===== config.mk =====
export PLATFORM = sky130hd
export DESIGN_NAME = id_ex_stage
export DESIGN_NICKNAME = d
export VERILOG_FILES = /design/src/rtl/id_ex_stage.sv
export SDC_FILE = /design/constraint.sdc
export NUM_CORES = 1
export LEC_CHECK = 0
export BUFFER_PORTS_ARGS = -buffer_cell sky130_fd_sc_hd__buf_2
export CAP_MARGIN = 25
export CORE_AREA = 2 2 227 229
export CTS_BUF_LIST = sky130_fd_sc_hd__clkbuf_16
export DETAILED_ROUTE_END_ITERATION = 8
export DIE_AREA = 0 0 229 231
export PLACE_DENSITY = 0.49
export SLEW_MARGIN = 20
export SYNTH_ARGS = -nofsm -noshare
export SYNTH_HDL_FRONTEND = slang
export SYNTH_SLANG_ARGS = --single-unit

===== constraint.sdc =====
create_clock -name clk -period 3.05 [get_ports clk]
set_clock_uncertainty 0.05 [all_clocks]
set_input_delay 0.305 -clock clk [delete_from_list [all_inputs] [get_ports clk]]
set_output_delay 0.305 -clock clk [all_outputs]
set_load 0.03 [all_outputs]

===== src/rtl/id_ex_stage.sv =====
// ID/EX pipeline register with load-use hazard detection, bubble insertion and flush.
// Bubble_Count records inserted bubbles and saturates at BUBBLE_SAT.
module id_ex_stage #(
    parameter logic [15:0] BUBBLE_SAT = 16'hFFFF
) (
    input  logic        clk,
    input  logic        reset,
    input  logic [4:0]  IF_ID_RS1,
    input  logic [4:0]  IF_ID_RS2,
    input  logic [4:0]  IF_ID_RD,
    input  logic [63:0] IF_ID_PC,
    input  logic [63:0] ReadData1,
    input  logic [63:0] ReadData2,
    input  logic [63:0] Imm,
    input  logic [3:0]  Funct4,
    input  logic        Branch,
    input  logic        MemRead,
    input  logic        MemtoReg,
    input  logic        MemWrite,
    input  logic        ALUSrc,
    input  logic        RegWrite,
    input  logic [1:0]  ALUOp,
    input  logic        Flush,
    output logic [4:0]  ID_EX_RS1,
    output logic [4:0]  ID_EX_RS2,
    output logic [4:0]  ID_EX_RD,
    output logic [63:0] ID_EX_PC,
    output logic [63:0] ID_EX_ReadData1,
    output logic [63:0] ID_EX_ReadData2,
    output logic [63:0] ID_EX_Imm,
    output logic [3:0]  ID_EX_Funct4,
    output logic [1:0]  ID_EX_ALUOp,
    output logic        ID_EX_Branch,
    output logic        ID_EX_MemRead,
    output logic        ID_EX_MemtoReg,
    output logic        ID_EX_MemWrite,
    output logic        ID_EX_ALUSrc,
    output logic        ID_EX_RegWrite,
    output logic        PC_Write,
    output logic        IF_ID_Write,
    output logic [15:0] Bubble_Count
);

    logic hazard;

    // A load writing x0 never stalls; one bubble suffices because it clears ID_EX_MemRead.
    always_comb begin
        hazard = ID_EX_MemRead && (ID_EX_RD != 5'd0) &&
                 ((ID_EX_RD == IF_ID_RS1) || (ID_EX_RD == IF_ID_RS2));
    end

    always_comb begin
        PC_Write    = !hazard || Flush;
        IF_ID_Write = !hazard || Flush;
    end

    always_ff @(posedge clk or negedge reset) begin
        if (!reset) begin
            ID_EX_RS1       <= '0;
            ID_EX_RS2       <= '0;
            ID_EX_RD        <= '0;
            ID_EX_PC        <= '0;
            ID_EX_ReadData1 <= '0;
            ID_EX_ReadData2 <= '0;
            ID_EX_Imm       <= '0;
            ID_EX_Funct4    <= '0;
            ID_EX_ALUOp     <= '0;
            ID_EX_Branch    <= 1'b0;
            ID_EX_MemRead   <= 1'b0;
            ID_EX_MemtoReg  <= 1'b0;
            ID_EX_MemWrite  <= 1'b0;
            ID_EX_ALUSrc    <= 1'b0;
            ID_EX_RegWrite  <= 1'b0;
            Bubble_Count    <= '0;
        end else if (Flush) begin
            ID_EX_RS1       <= '0;
            ID_EX_RS2       <= '0;
            ID_EX_RD        <= '0;
            ID_EX_PC        <= '0;
            ID_EX_ReadData1 <= '0;
            ID_EX_ReadData2 <= '0;
            ID_EX_Imm       <= '0;
            ID_EX_Funct4    <= '0;
            ID_EX_ALUOp     <= '0;
            ID_EX_Branch    <= 1'b0;
            ID_EX_MemRead   <= 1'b0;
            ID_EX_MemtoReg  <= 1'b0;
            ID_EX_MemWrite  <= 1'b0;
            ID_EX_ALUSrc    <= 1'b0;
            ID_EX_RegWrite  <= 1'b0;
        end else begin
            ID_EX_PC        <= IF_ID_PC;
            ID_EX_ReadData1 <= ReadData1;
            ID_EX_ReadData2 <= ReadData2;
            ID_EX_Imm       <= Imm;
            ID_EX_Funct4    <= Funct4;
            if (hazard) begin
                ID_EX_RS1       <= '0;
                ID_EX_RS2       <= '0;
                ID_EX_RD        <= '0;
                ID_EX_ALUOp     <= '0;
                ID_EX_Branch    <= 1'b0;
                ID_EX_MemRead   <= 1'b0;
                ID_EX_MemtoReg  <= 1'b0;
                ID_EX_MemWrite  <= 1'b0;
                ID_EX_ALUSrc    <= 1'b0;
                ID_EX_RegWrite  <= 1'b0;
                if (Bubble_Count != BUBBLE_SAT)
                    Bubble_Count <= Bubble_Count + 16'd1;
            end else begin
                ID_EX_RS1       <= IF_ID_RS1;
                ID_EX_RS2       <= IF_ID_RS2;
                ID_EX_RD        <= IF_ID_RD;
                ID_EX_ALUOp     <= ALUOp;
                ID_EX_Branch    <= Branch;
                ID_EX_MemRead   <= MemRead;
                ID_EX_MemtoReg  <= MemtoReg;
                ID_EX_MemWrite  <= MemWrite;
                ID_EX_ALUSrc    <= ALUSrc;
                ID_EX_RegWrite  <= RegWrite;
            end
        end
    end

endmodule


======== Yosys cells after proc, flatten, opt, wreduce, memory -nomap -nowiden ========
Index checks and enable logic that the tools add are counted.
cells by class
  $add $sub $neg .......................... 1
  equality and inequality tests ........... 3
  mux-type cells .......................... 25
  bitwise operators ....................... 1
  reductions and logical operators ........ 7
operators by type and width
  cell                                                              number
  64-bit 2-to-1 mux                                                 4
  5-bit 2-to-1 mux                                                  6
  16-bit by 1-bit adder with 16-bit output (second input constant)  1
  16-bit inequality test (second input constant)                    1
  1-bit 2-to-1 mux                                                  12
  5-bit == test                                                     2
  5-bit nonzero test                                                1
  2-bit 2-to-1 mux                                                  2
  4-bit 2-to-1 mux                                                  1
  3-bit AND reduction                                               1
  1-bit logical AND                                                 2
  1-bit logical OR                                                  2
  1-bit zero test                                                   1
  1-bit NOT                                                         1
word-level totals
  flip-flop bits (word level) ............. 299
  input port bits ......................... 286
  word-level logic and storage cells ...... 53

======== Logic depth before layout (Yosys ltp) ========
Gate-level depths: netlist of run 1.
  depth after elaboration ................. 5
  depth in mapped cells ................... 6
  depth with buffers taken out ............ 6

======== Worst setup path before layout of run 1 ========
No wires, ideal clock.
  path kind ............................... flip-flop to output port
  start ................................... reg ID_EX_RD[0]
  end ..................................... out PC_Write
  data arrival time ....................... 1.933 ns
  data required time ...................... 2.695 ns
  setup slack ............................. 0.762 ns
  cell stages (with the launch flop) ...... 7
  path buffers ............................ 2
  cells stage by stage .................... dfrtp_1 -> xnor2_1 -> nand3_1 -> o32ai_2 -> buf_2 -> nand2_1 -> buf_4
on the way
  word-level cells in the longest chain between the ends .. 5
  elaborated cells on any way between the ends .. 8
  those cells by class .................... eq/ne (2); reduce/logical (6)
ends and longest elaborated chain
  element                                                       RTL line  text
  start: declaration                                            26        output logic [4:0] ID_EX_RD,
  start signal: assignment                                      61        ID_EX_RD <= '0;
  start signal: assignment                                      78        ID_EX_RD <= '0;
  start signal: assignment                                      100       ID_EX_RD <= '0;
  5-bit == test / 5-bit nonzero test (equally long branches)    49, 48
  1-bit logical OR / 1-bit logical AND (equally long branches)  49, 48
  1-bit logical AND (*)                                         48        hazard = ID_EX_MemRead && (ID_EX_RD != 5'd0) &&
  1-bit zero test (*)                                           --
  1-bit logical OR (*)                                          --
  end: declaration                                              39        output logic PC_Write,
Mark *: on every way between the ends. The rest lies on a longest branch, timed or not.

======== Worst setup path after layout of run 1 ========
  start ................................... reg ID_EX_RD[1]
  end ..................................... out IF_ID_Write
on the way
  word-level cells in the longest chain between the ends .. 5
  elaborated cells on any way between the ends .. 8
  those cells by class .................... eq/ne (2); reduce/logical (6)
ends and longest elaborated chain
  element                                                       RTL line  text
  5-bit == test / 5-bit nonzero test (equally long branches)    49, 48
  1-bit logical OR / 1-bit logical AND (equally long branches)  49, 48
  1-bit logical AND (*)                                         48
  1-bit zero test (*)                                           54        IF_ID_Write = !hazard || Flush;
  1-bit logical OR (*)                                          54
  end: declaration                                              40        output logic IF_ID_Write,
Marks and branches as above.

==> impl_metrics.py, run 1 <==
metrics = {
    "clock_network": {
        "cts.path.max_buffers": 3,
        "numCtsBuffers": 35,
        "cts.sinks": 299,
        "cts_resized": 0,
        "postCtsHoldBufs": 283,
        "cts_tree": "built",
        "path_clk_slew_ps": 50,
        "clk_latency_ps": 520,
        "cts-root-buf": "clkbuf_16",
        "post_cts_buffers": 0,
        "htreeDepth": 2,
    },
    "die": {
        "die-area_um2": 52900,
        "die_y_um": 231,
        "io_pins": 587,
        "die_x_um": 229,
        "core.rowCount": 83,
        "initial_core_util_pct": 19.6,
        "coreArea_um2": 50700,
    },
    "grt": {
        "grt_pass1_wl_mm": 53.7,
        "grt_overflow": 0,
        "grt_pass1_vias": 9446,
        "grt_use_total_pct": 13.2,
        "grt_start_max_net_pins": 149,
        "antenna_found_initial": 6,
    },
    "synthesis": {
        "syn_inst": 686,
        "synth_compound_area_share_pct": 0.768,
        "seq_area_frac_synth_pct": 75.3,
        "syn_nets": 973,
        "synth_top_family_by_area": "simple AND/OR/NAND/NOR gates",
        "synth_xor_xnor_area_share_pct": 2.20,
        "syn-cell-area_um2": 9940,
        "yosysWarnings": 0,
        "synthSimpleGateAreaFrac_pct": 20.1,
        "ys.flop_type": "dfrtp_1",
        "synthAdderAreaFrac_pct": 0.126,
        "synth_cell_types": 25,
        "ys_ff_latch": 299,
        "synth_edf_count": 0,
        "syn_avg_cell_area_um2": 14.5,
        "yosys-mux-area-fraction_pct": 0.113,
        "async_reset_ff_share_pct": 100,
    },
    "placed_design": {
        "dp_hpwl_mm": 24.4,
        "place_congestion": 0.828,
        "preCtsSetupSlack_ps": 1000,
        "io_buffer_count": 586,
        "dp.cells": 1932,
    },
    "critical_path": {
        "endpoint_kind": "primary output",
        "path_cells": "or4_4 > o21ai_4 > inv_2 > nand2_1 > buf_2",
        "crit_buf_inv": 2,
        "crit_arrival_ps": 2140,
        "cp_slowest_cell": "or4_4",
        "cp_slowest_stage_delay_ps": 570,
        "crit_type": "flip-flop to primary output",
        "critPathRequiredTime_ps": 2690,
        "worst-path-max-fanout": 4,
        "cp-start-kind": "flip-flop",
        "cp_top_family": "simple AND/OR/NAND/NOR gates",
    },
    "detailed_routing": {
        "drt_iter0_drc": 346,
        "dr.pass1.iters": 4,
        "wl_met1_mm": 13.1,
        "ant_nets": 0,
        "avgViaCountPerCell": 3.69,
        "wl_met2_mm": 18.3,
        "top_layer": "met5",
        "totalWireLength_mm": 35.5,
        "vias": 8414,
        "route.met3.wl_mm": 2.88,
        "drc": 0,
        "wl_per_cell_um": 15.6,
    },
    "flow_run": {
        "cap_violations": 0,
    },
    "timing": {
        "setup_viol": 0,
        "maxSlewViolCount": 0,
        "fin_ws_ps": 559,
        "setup_tns_ps": 0,
        "fin_crit_sh_pct": 81.7,
        "finalCriticalPeriod_ps": 2490,
        "tightest_slew_ps": 758,
        "rsz0062_at_grt": "no",
        "whs_ps": 59.2,
        "slew_headroom_pct": 49.4,
        "max_freq_ghz": 0.401,
        "finalHoldViolCount": 0,
    },
    "finish": {
        "fin_cells": 2280,
        "area_growth_pct": 77.6,
        "drive_gt1_share_pct": 40.6,
        "final_cell_mix": "buf_2 (584), dfrtp_1 (299), dlygate4sd3_1 (283)",
        "fin_nets": 1859,
        "final_core_util_pct": 34.8,
        "final_common_cell": "buf_2",
    },
    "power": {
        "p_sw_w": 0.00254,
        "p_int_w": 0.00714,
        "ir_drop_uv": 432,
        "seqPwrFrac_pct": 43.7,
        "comb_power_share_pct": 15.4,
        "clkPwrFrac_pct": 40.9,
        "p_leak_nw": 9.03,
        "power.density_nw_per_um2": 548,
        "swShare_pct": 26.3,
    },
    "run_status": {
        "status": "finished, final reports clean",
    },
    "worst_hold_path": {
        "hp-class": "input pin to flip-flop",
    },
}
==> through the flow <==
| stage | power (W) | area, um2 |
|---|---|---|
| 3_3_place_gp | 0.00550 | 13700 |
| 3_5_place_dp | 0.00551 | 13700 |
| 6_report | 0.00968 | 17700 |
| 2_1_floorplan | 0.00493 | 9940 |
| 4_1_cts | 0.00987 | 17600 |
| 5_1_grt | 0.0101 | 17600 |
==> registers in the layout, summed over array words and instances (netlist names), 2 cells and up <==
signal	flops
ID_EX_Imm	64
ID_EX_PC	64
ID_EX_ReadData1	64
ID_EX_ReadData2	64
Bubble_Count	16
ID_EX_RD	5
ID_EX_RS1	5
ID_EX_RS2	5
ID_EX_Funct4	4
ID_EX_ALUOp	2
==> logic make-up (layout without fill, tap and decap cells) <==
| family | count (synthesis) | in the layout |
|---|---|---|
| XOR/XNOR | 25 | 25 |
| buffers and inverters | 34 | 943 |
| adder cells (fa/ha/maj) | 1 | 1 |
| flip-flops | 299 | 299 |
| multiplexers | 1 | 1 |
| AO/OA/AOI/OAI | 5 | 5 |
| other | 0 | 5 |
| AND/OR/NAND/NOR | 321 | 321 |
==> per-layer routing <==
layer,up-vias,global-route usage [%]
met3,70,4.37
met2,366,23.5
met1,4079,14.2
met4,2,5.62
met5,-,0
li1,3897,-
==> power groups by stage <==
stage | sequential [W] | combinational [W] | clock [W]
6_report | 0.00423 | 0.00149 | 0.00396
5_1_grt | 0.00425 | 0.00159 | 0.00429
4_1_cts | 0.00423 | 0.00150 | 0.00413
3_5_place_dp | 0.00430 | 0.00121 | 0
3_3_place_gp | 0.00430 | 0.00120 | 0
2_1_floorplan | 0.00472 | 0.000213 | 0
==> cells in the mapped netlist (all sizes together), types with 3 or more instances <==
cell type | number | area [um2]
nand4 | 9 | 56.3
and4 | 3 | 26.3
dfrtp | 299 | 7480
and2 | 23 | 144
nand2 | 5 | 18.8
buf | 4 | 27.5
xnor2 | 25 | 219
nand3 | 9 | 45.0
and3 | 7 | 43.8
clkbuf | 29 | 109
nor2b | 260 | 1630
==> area by class of cell <==
class | instances | area, um2
diodes | 5 | 12.5
clock buffers | 37 | 926
well taps | 680 | 851
fillers | 5049 | 33000
clock inverters | 23 | 143
multi-input cells | 353 | 2320
inverters | 1 | 3.75
repair buffers | 882 | 5920
flip-flops and latches | 299 | 7480
==> final timing paths <==
check | startpoint | to | slack [ps] | cells after the start
max | ID_EX_RD[1] | IF_ID_Write | 560 | 5
min | Imm[43] | ID_EX_Imm[43] | 60 | 2
max reg2reg | ID_EX_RD[1] | ID_EX_RS1[3] | 1000 | 5
min reg2reg | Bubble_Count[7] | Bubble_Count[7] | 440 | 1
max in group asynchronous | reset | ID_EX_ALUOp[0] | 1700 | 3
min in group asynchronous | reset | ID_EX_Imm[11] | 390 | 2
No activity file was read; power rests on OpenSTA's default activity.
==> run 2: changes to the inputs <==
--- a/config.mk
+++ b/config.mk
@@ -5,13 +5,14 @@
 export SDC_FILE = /design/constraint.sdc
 export NUM_CORES = 1
 export LEC_CHECK = 0
+export ABC_AREA = 1
 export BUFFER_PORTS_ARGS = -buffer_cell sky130_fd_sc_hd__buf_2
 export CAP_MARGIN = 25
 export CORE_AREA = 2 2 227 229
 export CTS_BUF_LIST = sky130_fd_sc_hd__clkbuf_16
 export DETAILED_ROUTE_END_ITERATION = 8
 export DIE_AREA = 0 0 229 231
-export PLACE_DENSITY = 0.49
+export PLACE_DENSITY = 0.5
 export SLEW_MARGIN = 20
 export SYNTH_ARGS = -nofsm -noshare
 export SYNTH_HDL_FRONTEND = slang
==> constraint.sdc (replaced) <==
create_clock -name clk -period 2.5 [get_ports clk]
set_clock_uncertainty 0.05 [all_clocks]
set_input_delay 0.25 -clock clk [delete_from_list [all_inputs] [get_ports clk]]
set_output_delay 0.25 -clock clk [all_outputs]
set_load 0.03 [all_outputs]
==> impl_metrics.py, run 2 <==
metrics = {
    "finish": {
        "multiInputGateArea_um2": 1750,
        "drive_gt1_share_pct": 33.8,
        "fin_nets": 2240,
        "area_growth_pct": 75.5,
        "fillerInstances": 5071,
        "final_common_cell": "buf_2",
        "seqCellArea_um2": 7480,
        "final_cell_mix": "buf_2 (584), inv_1 (302), dfrtp_1 (299)",
    },
    "power": {
        "p_leak_nw": 10.8,
        "swShare_pct": 26.2,
        "ir_drop_uv": 639,
        "seqPwrFrac_pct": 41.4,
        "power.density_nw_per_um2": 675,
        "p_int_w": 0.00919,
        "comb_power_share_pct": 15.0,
        "p_sw_w": 0.00327,
        "clkPwrFrac_pct": 43.6,
    },
    "critical_path": {
        "reg2reg_to": "Bubble_Count[1]",
        "setup.worst_path.end": "PC_Write",
        "critPathLaunch": "ID_EX_RD[0]",
        "cpMostUsedCell": "nand2_1",
        "reg2regPathDepth": 7,
        "cp-start-kind": "flip-flop",
        "crit_arrival_ps": 1910,
        "r2r_start": "Bubble_Count[0]",
        "cp_slowest_cell": "dfrtp_1",
        "rrSetupSlack_ps": 660,
        "path_cells": "inv_2 > nand2_1 > nand2_1 > nor2_1 > nand3_1 > nand2_2 > nand3_2 > buf_2",
        "cp_slowest_stage_delay_ps": 430,
        "crit_type": "flip-flop to primary output",
        "critPathRequiredTime_ps": 2200,
        "worst-path-max-fanout": 5,
        "endpoint_kind": "primary output",
    },
    "detailed_routing": {
        "wl_per_cell_um": 13.9,
        "top_layer": "met5",
        "wl_met2_mm": 18.2,
        "totalWireLength_mm": 37.0,
        "dr.pass1.iters": 5,
        "vias": 9792,
        "wl_met1_mm": 14.0,
        "drc": 0,
        "drt_iter0_drc": 309,
        "ant_nets": 0,
        "route.met3.wl_mm": 3.06,
        "avgViaCountPerCell": 3.68,
    },
    "grt": {
        "grt_pass1_vias": 10860,
        "grt_start_max_net_pins": 102,
        "grt_use_total_pct": 13.7,
        "antenna_found_initial": 4,
        "grt_overflow": 0,
        "grt_pass1_wl_mm": 57.3,
    },
    "synthesis": {
        "yosysTopAreaCellShare_pct": 71.1,
        "ys.flop_type": "dfrtp_1",
        "syn_inst": 1061,
        "async_reset_ff_share_pct": 100,
        "syn_avg_cell_area_um2": 9.92,
        "ys_top_cells_by_area": "dfrtp_1 (71%), inv_1 (11%), nor2_1 (10%), nand2_1 (3.0%), clkbuf_1 (1.0%)",
        "seq_area_frac_synth_pct": 71.1,
        "synth_cell_types": 22,
        "syn_nets": 1348,
        "yosys.area.top_type": "dfrtp_1",
        "synthTopCellsByCount": "dfrtp_1 (299), inv_1 (298), nor2_1 (294)",
        "synth_edf_count": 0,
        "yosysWarnings": 0,
        "syn-cell-area_um2": 10500,
        "yosysMostFrequentCell": "dfrtp_1",
        "ys_ff_latch": 299,
    },
    "die": {
        "die_x_um": 229,
        "initial_core_util_pct": 20.8,
        "core.rowCount": 83,
        "coreArea_um2": 50700,
        "die_y_um": 231,
        "io_pins": 587,
        "die-area_um2": 52900,
    },
    "timing": {
        "rsz0062_at_grt": "no",
        "finalCriticalPeriod_ps": 2210,
        "fin_ws_ps": 289,
        "setup_viol": 0,
        "finalHoldViolCount": 0,
        "slew_headroom_pct": 51.8,
        "whs_ps": 109,
        "max_freq_ghz": 0.452,
        "setup_tns_ps": 0,
        "maxSlewViolCount": 0,
        "tightest_slew_ps": 722,
        "fin_crit_sh_pct": 88.4,
    },
    "clock_network": {
        "post_cts_buffers": 0,
        "path_clk_slew_ps": 60,
        "cts_tree": "built",
        "htreeDepth": 2,
        "numCtsBuffers": 36,
        "cts-root-buf": "clkbuf_16",
        "cts_resized": 0,
        "postCtsHoldBufs": 284,
        "cts.path.max_buffers": 3,
        "clk_latency_ps": 530,
        "cts.sinks": 299,
    },
    "run_status": {
        "status": "finished, final reports clean",
    },
    "worst_hold_path": {
        "hp-class": "input pin to flip-flop",
    },
    "placed_design": {
        "io_buffer_count": 586,
        "place_congestion": 0.875,
        "preCtsSetupSlack_ps": 637,
        "dp_hpwl_mm": 25.9,
    },
    "flow_run": {
        "cap_violations": 0,
    },
}
==> run 2: cell types whose count changed in the layout (fill, tap and decap cells not counted), sizes merged, moves of 19 or more <==
cell / change
and2: -23
inv: +299
nand2: +80
nor2: +294
nor2b: -260
xnor2: -19
==> run 2: layout make-up <==
type | instances | area share (%)
Clock inverter | 25 | 1.54
Tap cell | 680 | 4.61
Antenna cell | 3 | 0.0407
Multi-Input combinational cell | 424 | 9.50
Sequential cell | 299 | 40.5
Clock buffer | 38 | 5.15
Timing Repair Buffer | 888 | 32.5
Inverter | 304 | 6.18
==> run 2: worst min path at each step <==
stage               start  cells past startpoint             endpoint  slack, ps
finish              Flush                      2         ID_EX_PC[17]        110
CTS                 Flush                      2         ID_EX_PC[17]        110
floorplan           reset                      0      Bubble_Count[0]       -100
global route        Flush                      2         ID_EX_PC[17]        120
detailed placement  reset                      1  ID_EX_ReadData1[54]        270
global placement    reset                      1  ID_EX_ReadData1[54]        270
==> run 2: through the flow <==
stage	util (%)	instance area (um2)	cells	total power, W
3_3_place_gp	28.4	14400	2311	0.00675
6_report	36.4	18500	2661	0.0125
5_1_grt	36.4	18500	2661	0.0130
4_1_cts	36.4	18500	2658	0.0127
2_1_floorplan	-	10500	1061	0.00603
3_5_place_dp	28.4	14400	2311	0.00677
==> run 2: critical path: cells and delay by family, from the launching register on <==
family,cells,cell delay (ps)
flops,1,430
buf+inv,2,290
simple gates,6,660
==> run 2: logic make-up (layout without fill, tap and decap cells) <==
kind of cell	Yosys count	in the layout	share of synthesized area, %
AO/OA/AOI/OAI	1	1	0.0475
XOR/XNOR	15	15	1.25
adder cells (fa/ha/maj)	1	1	0.119
buffers and inverters	338	1255	12.2
flip-flops	299	299	71.1
other	0	3	0
AND/OR/NAND/NOR	407	407	15.3
==> run 2: power by group through the flow <==
stage	registers, W	logic (W)	clock network [W]
after detailed placement	0.00524	0.00152	0
after floorplan	0.00575	0.000276	0
final	0.00516	0.00187	0.00544
after CTS	0.00516	0.00188	0.00566
after global placement	0.00524	0.00151	0
after global routing	0.00518	0.00202	0.00582
==> run 2: layer usage <==
| layer | global-route usage [%] | vias to the layer above |
|---|---|---|
| met3 | 4.88 | 93 |
| li1 | - | 4716 |
| met5 | 0 | - |
| met2 | 23.9 | 434 |
| met4 | 6.49 | 2 |
| met1 | 14.9 | 4547 |
